`src/rtl/z80_pkg.sv`:
```
// ----------------------------------------------------------------------------
// z80_pkg -- shared definitions for the Z80 bus monitor.
//   rec_type_e : 3-bit record type codes (6 and 7 are reserved, never emitted)
//   rec_t      : one 27-bit record {type, address, data}
//   classify() : maps registered strobes of an active bus cycle to a type code
// ----------------------------------------------------------------------------
package z80_pkg;

  typedef enum logic [2:0] {
    REC_FETCH  = 3'd0,
    REC_MEMRD  = 3'd1,
    REC_MEMWR  = 3'd2,
    REC_IORD   = 3'd3,
    REC_IOWR   = 3'd4,
    REC_INTACK = 3'd5
  } rec_type_e;

  localparam int REC_W = 27;

  typedef struct packed {
    rec_type_e   typ;
    logic [15:0] addr;
    logic [7:0]  data;
  } rec_t;

  // Only meaningful while the cycle is active. With iorq_n high the cycle is a
  // memory access (mreq_n low is implied by the active decode), so mreq_n and
  // rd_n never change the outcome and are not arguments.
  function automatic rec_type_e classify(input logic iorq_n,
                                         input logic wr_n,
                                         input logic m1_n);
    if (!iorq_n && !m1_n)      return REC_INTACK;
    else if (!iorq_n && !wr_n) return REC_IOWR;
    else if (!iorq_n)          return REC_IORD;
    else if (!wr_n)            return REC_MEMWR;
    else if (!m1_n)            return REC_FETCH;
    else                       return REC_MEMRD;
  endfunction

endpackage

```
`src/rtl/z80_busmon_fifo.sv`:
```
// ----------------------------------------------------------------------------
// z80_busmon_fifo -- synchronous first-word-fall-through FIFO.
//   clk, rst_n : clock, asynchronous active-low reset
//   clr        : synchronous flush, wins over push and pop
//   push, din  : write request and data (ignored when full unless popping)
//   pop        : remove head (ignored when empty)
//   dout       : current head, valid whenever empty is low
//   full/empty : occupancy flags, derived from an internal count register
// ----------------------------------------------------------------------------
module z80_busmon_fifo #(
  parameter int DEPTH = 8,
  parameter int WIDTH = 27
) (
  input  logic             clk,
  input  logic             rst_n,
  input  logic             clr,
  input  logic             push,
  input  logic [WIDTH-1:0] din,
  input  logic             pop,
  output logic [WIDTH-1:0] dout,
  output logic             full,
  output logic             empty
);

  localparam int AW = $clog2(DEPTH);

  logic [WIDTH-1:0] mem [DEPTH];
  logic [AW-1:0]    wr_ptr;
  logic [AW-1:0]    rd_ptr;
  logic [AW:0]      count;
  logic             do_push;
  logic             do_pop;

  assign do_pop  = pop & ~empty;
  // A full FIFO still accepts a write when the head leaves in the same cycle.
  assign do_push = push & (~full | do_pop);

  // NOTE: storage has no reset; pointers and count define what is valid, and
  // leaving the array unreset lets it map onto plain RAM.
  always_ff @(posedge clk) begin
    if (do_push && !clr) mem[wr_ptr] <= din;
  end

  // NOTE: all state updates use non-blocking assignments so every register
  // samples the pre-edge values, independent of statement order.
  always_ff @(posedge clk or negedge rst_n) begin
    if (!rst_n) begin
      wr_ptr <= '0;
      rd_ptr <= '0;
      count  <= '0;
    end else if (clr) begin
      wr_ptr <= '0;
      rd_ptr <= '0;
      count  <= '0;
    end else begin
      // Power-of-two depth: pointers wrap naturally at AW bits.
      if (do_push) wr_ptr <= wr_ptr + 1'b1;
      if (do_pop)  rd_ptr <= rd_ptr + 1'b1;
      case ({do_push, do_pop})
        2'b10:   count <= count + 1'b1;
        2'b01:   count <= count - 1'b1;
        default: count <= count;
      endcase
    end
  end

  assign full  = (count == (AW+1)'(DEPTH));
  assign empty = (count == '0);
  assign dout  = mem[rd_ptr];

endmodule

```
`src/rtl/z80_busmon.sv`:
```
// ----------------------------------------------------------------------------
// z80_busmon -- passive Z80 bus monitor producing one record per bus cycle.
//   Parameter FIFO_DEPTH : record FIFO depth, power of two, 2..256
//   clk, rst_n           : core clock, asynchronous active-low reset
//   a, d                 : address / data bus (observed only)
//   mreq_n, iorq_n, rd_n, wr_n, m1_n, rfsh_n : bus strobes
//   clr                  : synchronous flush of FIFO, ovf and drop_cnt
//   wait_n               : stall request to the core
//   rec_valid/rec_ready  : record stream handshake (FWFT head)
//   rec_type/addr/data   : record contents
//   ovf, drop_cnt        : sticky overflow flag, saturating drop counter
// Build option Z80_BUSMON_WAIT_EN: stall the core with wait_n instead of
// dropping records when the FIFO is full.
// ----------------------------------------------------------------------------
module z80_busmon
  import z80_pkg::*;
#(
  parameter int FIFO_DEPTH = 8
) (
  input  logic        clk,
  input  logic        rst_n,
  input  logic [15:0] a,
  input  logic [7:0]  d,
  input  logic        mreq_n,
  input  logic        iorq_n,
  input  logic        rd_n,
  input  logic        wr_n,
  input  logic        m1_n,
  input  logic        rfsh_n,
  input  logic        clr,
  output logic        wait_n,
  output logic        rec_valid,
  input  logic        rec_ready,
  output logic [2:0]  rec_type,
  output logic [15:0] rec_addr,
  output logic [7:0]  rec_data,
  output logic        ovf,
  output logic [7:0]  drop_cnt
);

  logic [15:0] s_a;
  logic [7:0]  s_d;
  logic        s_mreq_n, s_iorq_n, s_rd_n, s_wr_n, s_m1_n, s_rfsh_n;
  logic        active;
  logic        active_d;
  logic        push;
  logic        pop;
  logic        full;
  logic        empty;
  rec_t        hold;
  rec_t        head;
  logic [REC_W-1:0] fifo_dout;

  // Strobes reset to their idle (high) level so nothing decodes as active
  // until real samples arrive after reset release.
  always_ff @(posedge clk or negedge rst_n) begin
    if (!rst_n) begin
      s_a      <= '0;
      s_d      <= '0;
      s_mreq_n <= 1'b1;
      s_iorq_n <= 1'b1;
      s_rd_n   <= 1'b1;
      s_wr_n   <= 1'b1;
      s_m1_n   <= 1'b1;
      s_rfsh_n <= 1'b1;
    end else begin
      s_a      <= a;
      s_d      <= d;
      s_mreq_n <= mreq_n;
      s_iorq_n <= iorq_n;
      s_rd_n   <= rd_n;
      s_wr_n   <= wr_n;
      s_m1_n   <= m1_n;
      s_rfsh_n <= rfsh_n;
    end
  end

  // Refresh keeps mreq_n low but is excluded; INTACK is iorq_n with m1_n.
  assign active = (!s_mreq_n && s_rfsh_n && (!s_rd_n || !s_wr_n)) ||
                  (!s_iorq_n && (!s_rd_n || !s_wr_n || !s_m1_n));

  // Hold registers track every active sample, so the record carries the last
  // one before the strobes deassert (read data settles late in the cycle).
  always_ff @(posedge clk or negedge rst_n) begin
    if (!rst_n) begin
      active_d <= 1'b0;
      hold     <= '0;
    end else begin
      active_d <= active;
      if (active) hold <= '{typ: classify(s_iorq_n, s_wr_n, s_m1_n),
                            addr: s_a, data: s_d};
    end
  end

  assign push = active_d & ~active;
  assign pop  = rec_valid & rec_ready;

  z80_busmon_fifo #(
    .DEPTH (FIFO_DEPTH),
    .WIDTH (REC_W)
  ) u_fifo (
    .clk   (clk),
    .rst_n (rst_n),
    .clr   (clr),
    .push  (push),
    .din   (hold),
    .pop   (pop),
    .dout  (fifo_dout),
    .full  (full),
    .empty (empty)
  );

  assign head      = rec_t'(fifo_dout);
  assign rec_valid = ~empty;
  assign rec_type  = head.typ;
  assign rec_addr  = head.addr;
  assign rec_data  = head.data;

`ifdef Z80_BUSMON_WAIT_EN
  // Stall while a cycle is in progress and there is no room for its record;
  // the pop edge clears full, so the release follows one cycle after a pop.
  assign wait_n   = ~(active & full);
  assign ovf      = 1'b0;
  assign drop_cnt = '0;
`else
  logic       drop;
  logic       ovf_q;
  logic [7:0] drop_cnt_q;

  assign wait_n = 1'b1;
  // A simultaneous pop makes room, and clr discards the push anyway.
  assign drop   = push & full & ~pop & ~clr;

  always_ff @(posedge clk or negedge rst_n) begin
    if (!rst_n) begin
      ovf_q      <= 1'b0;
      drop_cnt_q <= '0;
    end else if (clr) begin
      ovf_q      <= 1'b0;
      drop_cnt_q <= '0;
    end else if (drop) begin
      ovf_q <= 1'b1;
      if (drop_cnt_q != 8'hFF) drop_cnt_q <= drop_cnt_q + 1'b1;
    end
  end

  assign ovf      = ovf_q;
  assign drop_cnt = drop_cnt_q;
`endif

endmodule
```
`config.mk`:
```
export PLATFORM = sky130hd
export DESIGN_NAME = z80_busmon
export DESIGN_NICKNAME = d
export VERILOG_FILES = /design/src/rtl/z80_pkg.sv /design/src/rtl/z80_busmon_fifo.sv /design/src/rtl/z80_busmon.sv
export SDC_FILE = /design/constraint.sdc
export NUM_CORES = 1
export LEC_CHECK = 0
export CAP_MARGIN = 15
export CORE_MARGIN = 3
export CORE_UTILIZATION = 30
export CTS_BUF_LIST = sky130_fd_sc_hd__clkbuf_8
export DETAILED_ROUTE_END_ITERATION = 10
export GPL_ROUTABILITY_DRIVEN = 0
export PLACE_DENSITY = 0.5
export SLEW_MARGIN = 20
export SYNTH_ARGS = -nofsm -noshare
export SYNTH_HDL_FRONTEND = slang
export SYNTH_SLANG_ARGS = --single-unit
```
`constraint.sdc`:
```
create_clock -name clk -period 3.7 [get_ports clk]
set_input_delay 0.74 -clock clk [delete_from_list [all_inputs] [get_ports clk]]
set_output_delay 0.74 -clock clk [all_outputs]
set_load 0.005 [all_outputs]
```
# [Yosys cells after proc, flatten, opt, wreduce, memory -nomap -nowiden]
# Memory sizes are Yosys's and may differ from the RTL's.
# Index checks and enable logic that the tools add are counted.
[classes] n_bitwise=13 reduce_logical=22 addsub=5 n_eq_ne=4 mux=18
[op_table] op="8-bit two-way mux" count=3
[op_table] op="3-bit two-way mux" count=6
[op_table] op="8-bit by 1-bit adder with 8-bit output (second input constant)" count=1
[op_table] op="8-bit inequality test (second input constant)" count=1
[op_table] op="4-bit one-hot mux with 2 select lines" count=1
[op_table] op="2-bit nonzero test" count=4
[op_table] op="1-bit AND" count=7
[op_table] op="3-bit by 1-bit adder with 3-bit output (second input constant)" count=2
[op_table] op="1-bit logical AND" count=6
[op_table] op="1-bit logical NOT" count=6
[op_table] op="1-bit two-way mux" count=5
[op_table] op="1-bit inverter" count=5
[op_table] op="4-bit by 1-bit adder with 4-bit output (second input constant)" count=1
[op_table] op="4-bit == test (second input constant)" count=1
[op_table] op="4-bit logical NOT" count=1
[op_table] op="2-bit two-way mux" count=2
[op_table] op="4-bit two-way mux" count=1
[op_table] op="4-bit by 1-bit subtractor with 4-bit output (second input constant)" count=1
[op_table] op="1-bit logical OR" count=3
[op_table] op="3-bit nonzero test" count=1
[op_table] op="2-bit by 1-bit == test with 1-bit output (second input constant)" count=1
[op_table] op="2-bit == test (second input constant)" count=1
[op_table] op="2-bit AND reduction" count=1
[op_table] op="1-bit OR" count=1
[totals] out_inout_bits=38 elab_cells=80 memories=1 inputBits=34 register_bits=77 mem_bits_rw=216
[mem_list] name="u_fifo.mem" depth=8 word_bits=27 rd=1 rd_ports_with_merged_regs=0 wr=1 line_no="z80_busmon_fifo.sv:27" source="logic [WIDTH-1:0] mem [DEPTH];"

# [Longest topological paths before layout]
[logic_depth] depth_word=12 ltp_mapped=10 depth_no_buf=10

# [Cells and area by module]
# A second synthesis with hierarchy kept.
[unflattened] hier_cells=547 area_unflattened_um2=11323.4
[by_module_without_submodules] mod="z80_busmon_fifo" seq_area_each_um2=6736.5 area_per_inst_um2=8982.4 cells_per_inst=390 n_inst=1
[by_module_without_submodules] mod="z80_busmon" seq_area_each_um2=1684.1 area_per_inst_um2=2341.0 cells_per_inst=157 n_inst=1

# [Least setup slack after synthesis]
# No wires, ideal clock.
[synth_timing] path_type="flip-flop to flip-flop" from="reg s_iorq_n" to="mem u_fifo.mem[1][0], enable pin" setup_ns=0.445 path_stages_with_launch=6 required_time_ns=3.255 t_arrival_ns=3.402 setup_slack_ns=-0.147 synth_period_minus_slack_ns=3.847 path_buffers=0 path_cell_list="dfstp_2 nor2_1 o2bb2ai_4 nand3b_1 or3b_1 nor3_1"
[synth_between] elab_chain_len=9
[synth_rtl] item="start, declared" line_no="z80_busmon.sv:43" source="logic s_mreq_n, s_iorq_n, s_rd_n, s_wr_n, s_m1_n, s_rfsh_n;"
[synth_rtl] item="start signal, assigned" line_no="z80_busmon.sv:70" source="s_iorq_n <= iorq_n;"
[synth_rtl] item="1-bit logical NOT"
[synth_rtl] item="1-bit logical AND" line_no="z80_busmon.sv:80" source="(!s_iorq_n && (!s_rd_n || !s_wr_n || !s_m1_n));"
[synth_rtl] item="1-bit logical OR" line_no="z80_busmon.sv:79" source="assign active = (!s_mreq_n && s_rfsh_n && (!s_rd_n || !s_wr_n)) ||"
[synth_rtl] item="1-bit inverter" line_no="z80_busmon.sv:95" source="assign push = active_d & ~active;"
[synth_rtl] item="1-bit AND" line_no="z80_busmon.sv:95"
[synth_rtl] item="1-bit AND" line_no="z80_busmon_fifo.sv:36" source="assign do_push = push & (~full | do_pop);"
[synth_rtl] item="1-bit logical AND" line_no="z80_busmon_fifo.sv:41" source="if (do_push && !clr) mem[wr_ptr] <= din;"
[synth_rtl] item="1-bit two-way mux" line_no="z80_busmon_fifo.sv:41"
[synth_rtl] item="1-bit two-way mux (not written as such)" line_no="z80_busmon_fifo.sv:41"
[synth_rtl] item="end, declared" line_no="z80_busmon_fifo.sv:27"
# No other way between the ends.

# [Worst setup path in the final report]
[layout_timing] from="reg u_fifo.rd_ptr[1]" to="out rec_data[5]"
[layout_between] elab_chain_len=1
[layout_rtl] item="start, declared" line_no="z80_busmon_fifo.sv:29" source="logic [AW-1:0] rd_ptr;"
[layout_rtl] item="start signal, assigned" line_no="z80_busmon_fifo.sv:58" source="if (do_pop) rd_ptr <= rd_ptr + 1'b1;"
[layout_rtl] item="memory 8 x 27 bit"
[layout_rtl] item="end, declared" line_no="z80_busmon.sv:36" source="output logic [7:0] rec_data,"
# No other way between the ends.

==> summary.md <==
| Metric | Value |
|---|---|
| Status | `completed` |
| Met2 usage | `20.4%` |
| Final Hold Viols | `0` |
| Max cap viols | `0` |
| CTS tree | `yes` |
| Floorplan row count | `69` |
| # port buffers | `70` |
| Fin area | `13600 µm²` |
| Crit-path leading delay family | `buffers and inverters` |
| DR vias/cell | `4.62` |
| Initial core utilization | `30.9%` |
| Initial DRC Count | `265` |
| Fin Setup TNS | `0 ns` |
| Slowest CP cell | `dfrtp_2` |
| DR WL/cell | `19.6 µm` |
| Cts bufs inserted | `49` |
| Top FF cell, synth | `edfxtp_1` |
| Worst-margin pin slew | `0.811 ns` |
| Routed Wire Length | `23.9 mm` |
| CP arrival | `2.76 ns` |
| Post-Route Skew | `0.0237 ns` |
| Antenna-violating nets left | `0` |
| Slew headroom | `45.9%` |
| Post-route DRC | `0` |
| Clock latency on the worst-skew pair | `0.57 ns` |
| Core Area | `36100 µm²` |
| Seq/Total Area, Yosys | `75.6%` |
| Global routing usage on met1 | `16.9%` |
| GRT overflow | `0` |
| Clock tree buffer depth | `3` |
| Layout cells sized above 1 | `25.7%` |
| Worst setup EP type | `output pin` |
| Maximum number of pins on one net before global-route repair | `56` |
| Max VDD drop | `0.193 mV` |
| Period Utilization, post-route | `94.5%` |
| CP Data Required Time | `2.96 ns` |
| Die H | `199 µm` |
| Clock root cell | `clkbuf_8` |
| Total Nets Final | `758` |
| Syn_area_per_cell | `18.8 µm²` |
| Hold_buf cts | `0` |
| Hold crit path type | `in -> async` |
| Syn. warnings | `0` |
| Crit path max fanout | `18` |
| First-pass GRT wire length | `37.7 mm` |
| Die Width | `199 µm` |
| CTS clock-pin slew for the worst setup and hold paths | `0.06 ns` |
| F_max | `286 MHz` |
| Peak-usage layer in the global routing report | `met2` |
| Clk sinks | `293` |
| 1st-pass router iterations | `4` |
| Async SR Flop Fraction | `26.3%` |
| Post-Synthesis Cells | `592` |
| Largest stage delay on the critical path | `0.65 ns` |
| DIE AREA | `39500 µm²` |
| RSZ-0062 raised after global routing | `false` |
| Total I/O pin count | `72` |
| Critical path type | `reg -> out` |
| Antenna diodes | `0` |
| Post-route minimum period | `3.50 ns` |
| Pwr Density | `570 nW/µm²` |
| Slew Limit Fails | `0` |
| Syn_nets | `633` |
| Buffers and inverters on the worst path | `2` |
| Met3 Usage GRT | `2.98%` |
| Placed inst area | `12600 µm²` |
| Setup crit start kind | `flip-flop` |
| Post-Syn Area | `11100 µm²` |
| DP HPWL | `14.0 mm` |
| EDFF count, synth | `216` |
| Total GRT Usage | `12.7%` |
| Static Leak | `4.81 nW` |
| # setup viols final | `0` |
| Antenna violations before repair | `0` |
| Yosys reg bits | `293` |
| # H-tree levels | `2` |
| R2R setup slack | `1.14 ns` |
| Crit-path cells | `buf_4 > mux4_2 > mux2_2 > clkdlybuf4s50_1` |
| Synth-to-layout area growth | `21.7%` |
| Vias in the first global route | `6399` |
| Count of unique library cells instantiated by Yosys | `46` |
| Vias | `5622` |
kinds of logic after synthesis:
| group | synth area share, % |
|---|---|
| AND/OR/NAND/NOR | 6.14 |
| other | 0.0337 |
| flip-flops | 75.6 |
| AO/OA/AOI/OAI | 1.49 |
| adder cells (fa/ha/maj) | 0.854 |
| XOR/XNOR | 0.551 |
| buffers and inverters | 1.09 |
| multiplexers | 14.2 |
flip-flops by register name, indices dropped and copies added (netlist names), 3 cells and up:
name	flops
u_fifo.rd_ptr	3
u_fifo.wr_ptr	3
u_fifo.mem	216
drop_cnt	8
s_d	8
u_fifo.count	4
s_a	16
hold	27
what timing repair did:
action                                  CTS  global route
buffers inserted                          1             0
gates resized for setup                   0             1
endpoints found under the setup margin    9             1
cell usage in the layout (no fill, tap or decap), drive strengths merged, types with 2 or more instances in the layout:
master           n
edfxtp         216
nand2           81
dfrtp           71
clkdlybuf4s50   69
mux4            54
clkbuf          53
buf             29
mux2            28
inv             22
nor2            21
clkinv          17
o21ai           10
xor2             7
ha               6
dfstp            6
nor3             6
nand2b           5
mux2i            5
nand3            5
a21oi            5
nor2b            4
nand4            4
a21o             3
or4              3
or2              2
nand3b           2
and3             2
nand4b           2
a31oi            2
or3              2
nor3b            2
area by class of cell:
| cell class | count | area, µm² |
|---|---|---|
| clock buffer | 53 | 729 |
| tap | 461 | 577 |
| inverter | 5 | 18.8 |
| fill | 3367 | 22500 |
| timing repair buffer | 98 | 970 |
| sequential | 293 | 8430 |
| clock inverter | 36 | 171 |
| multi-input combinational | 270 | 2660 |
worst paths after layout:
kind	start	endpoint	depth (start not counted)
max	u_fifo.rd_ptr[1]	rec_data[5]	4
min	rst_n	s_a[13]	1
max reg2reg	u_fifo.count[1]	u_fifo.count[3]	9
min reg2reg	s_d[7]	hold[7]	2
max in group asynchronous	rst_n	hold[0]	2
min in group clk	s_d[7]	hold[7]	2
power by group:
group | leakage [nW] | internal [W] | switching, W | total [W]
Combinational | 1.38 | 0.000701 | 0.000513 | 0.00121
Sequential | 2.90 | 0.00371 | 0.000175 | 0.00389
Clock | 0.528 | 0.00138 | 0.00124 | 0.00262
metal layers:
metal	share of wire, %	wire [µm]	up-vias
met5	0	0	-
li1	-	-	2543
met1	45	10800	2909
met3	4.5	1090	45
met4	2.4	566	0
met2	48	11400	125
synth_stat cells, drive strengths merged (3+ instances only):
cell | instances | area (µm²)
nand3 | 5 | 25.0
nand2 | 81 | 304
inv | 4 | 15.0
mux4 | 54 | 1220
edfxtp | 216 | 6490
xor2 | 7 | 61.3
nor3 | 6 | 30.0
nand2b | 5 | 31.3
dfrtp | 71 | 1780
nor2 | 21 | 78.8
a21oi | 5 | 25.0
clkbuf | 15 | 56.3
ha | 6 | 75.1
o21ai | 10 | 53.8
mux2 | 28 | 315
nor2b | 4 | 25.0
a21o | 3 | 22.5
mux2i | 5 | 50.1
dfstp | 6 | 158
nand4 | 4 | 40.0
or4 | 3 | 22.5
buf | 9 | 46.3
worst register-to-register path, stage by stage, from the launching register on:
cell and delay (ns):
dfrtp_1 0.43, or3_4 0.44, o21ai_2 0.26, a21o_1 0.16
inv_1 0.14, ha_1 0.31, a21o_1 0.12, a21oi_1 0.08
or4_1 0.41, o311ai_1 0.10
through the flow:
step | worst slack (ns) | util, % | cells | power, W | hold WS [ns]
finish | 0.204 | 37.6 | 1216 | 0.00772 | 0.251
global route | 0.0508 | 37.6 | 1216 | 0.00813 | 0.299
CTS | 0.0528 | 37.5 | 1216 | 0.00788 | 0.262
detailed placement | 0.514 | 35.0 | 1126 | 0.00519 | 0.431
global placement | 0.590 | 35.0 | 1126 | 0.00515 | 0.425
floorplan | 0.575 | - | 592 | 0.00463 | 0.422
No activity file was read; power rests on OpenSTA's default activity.
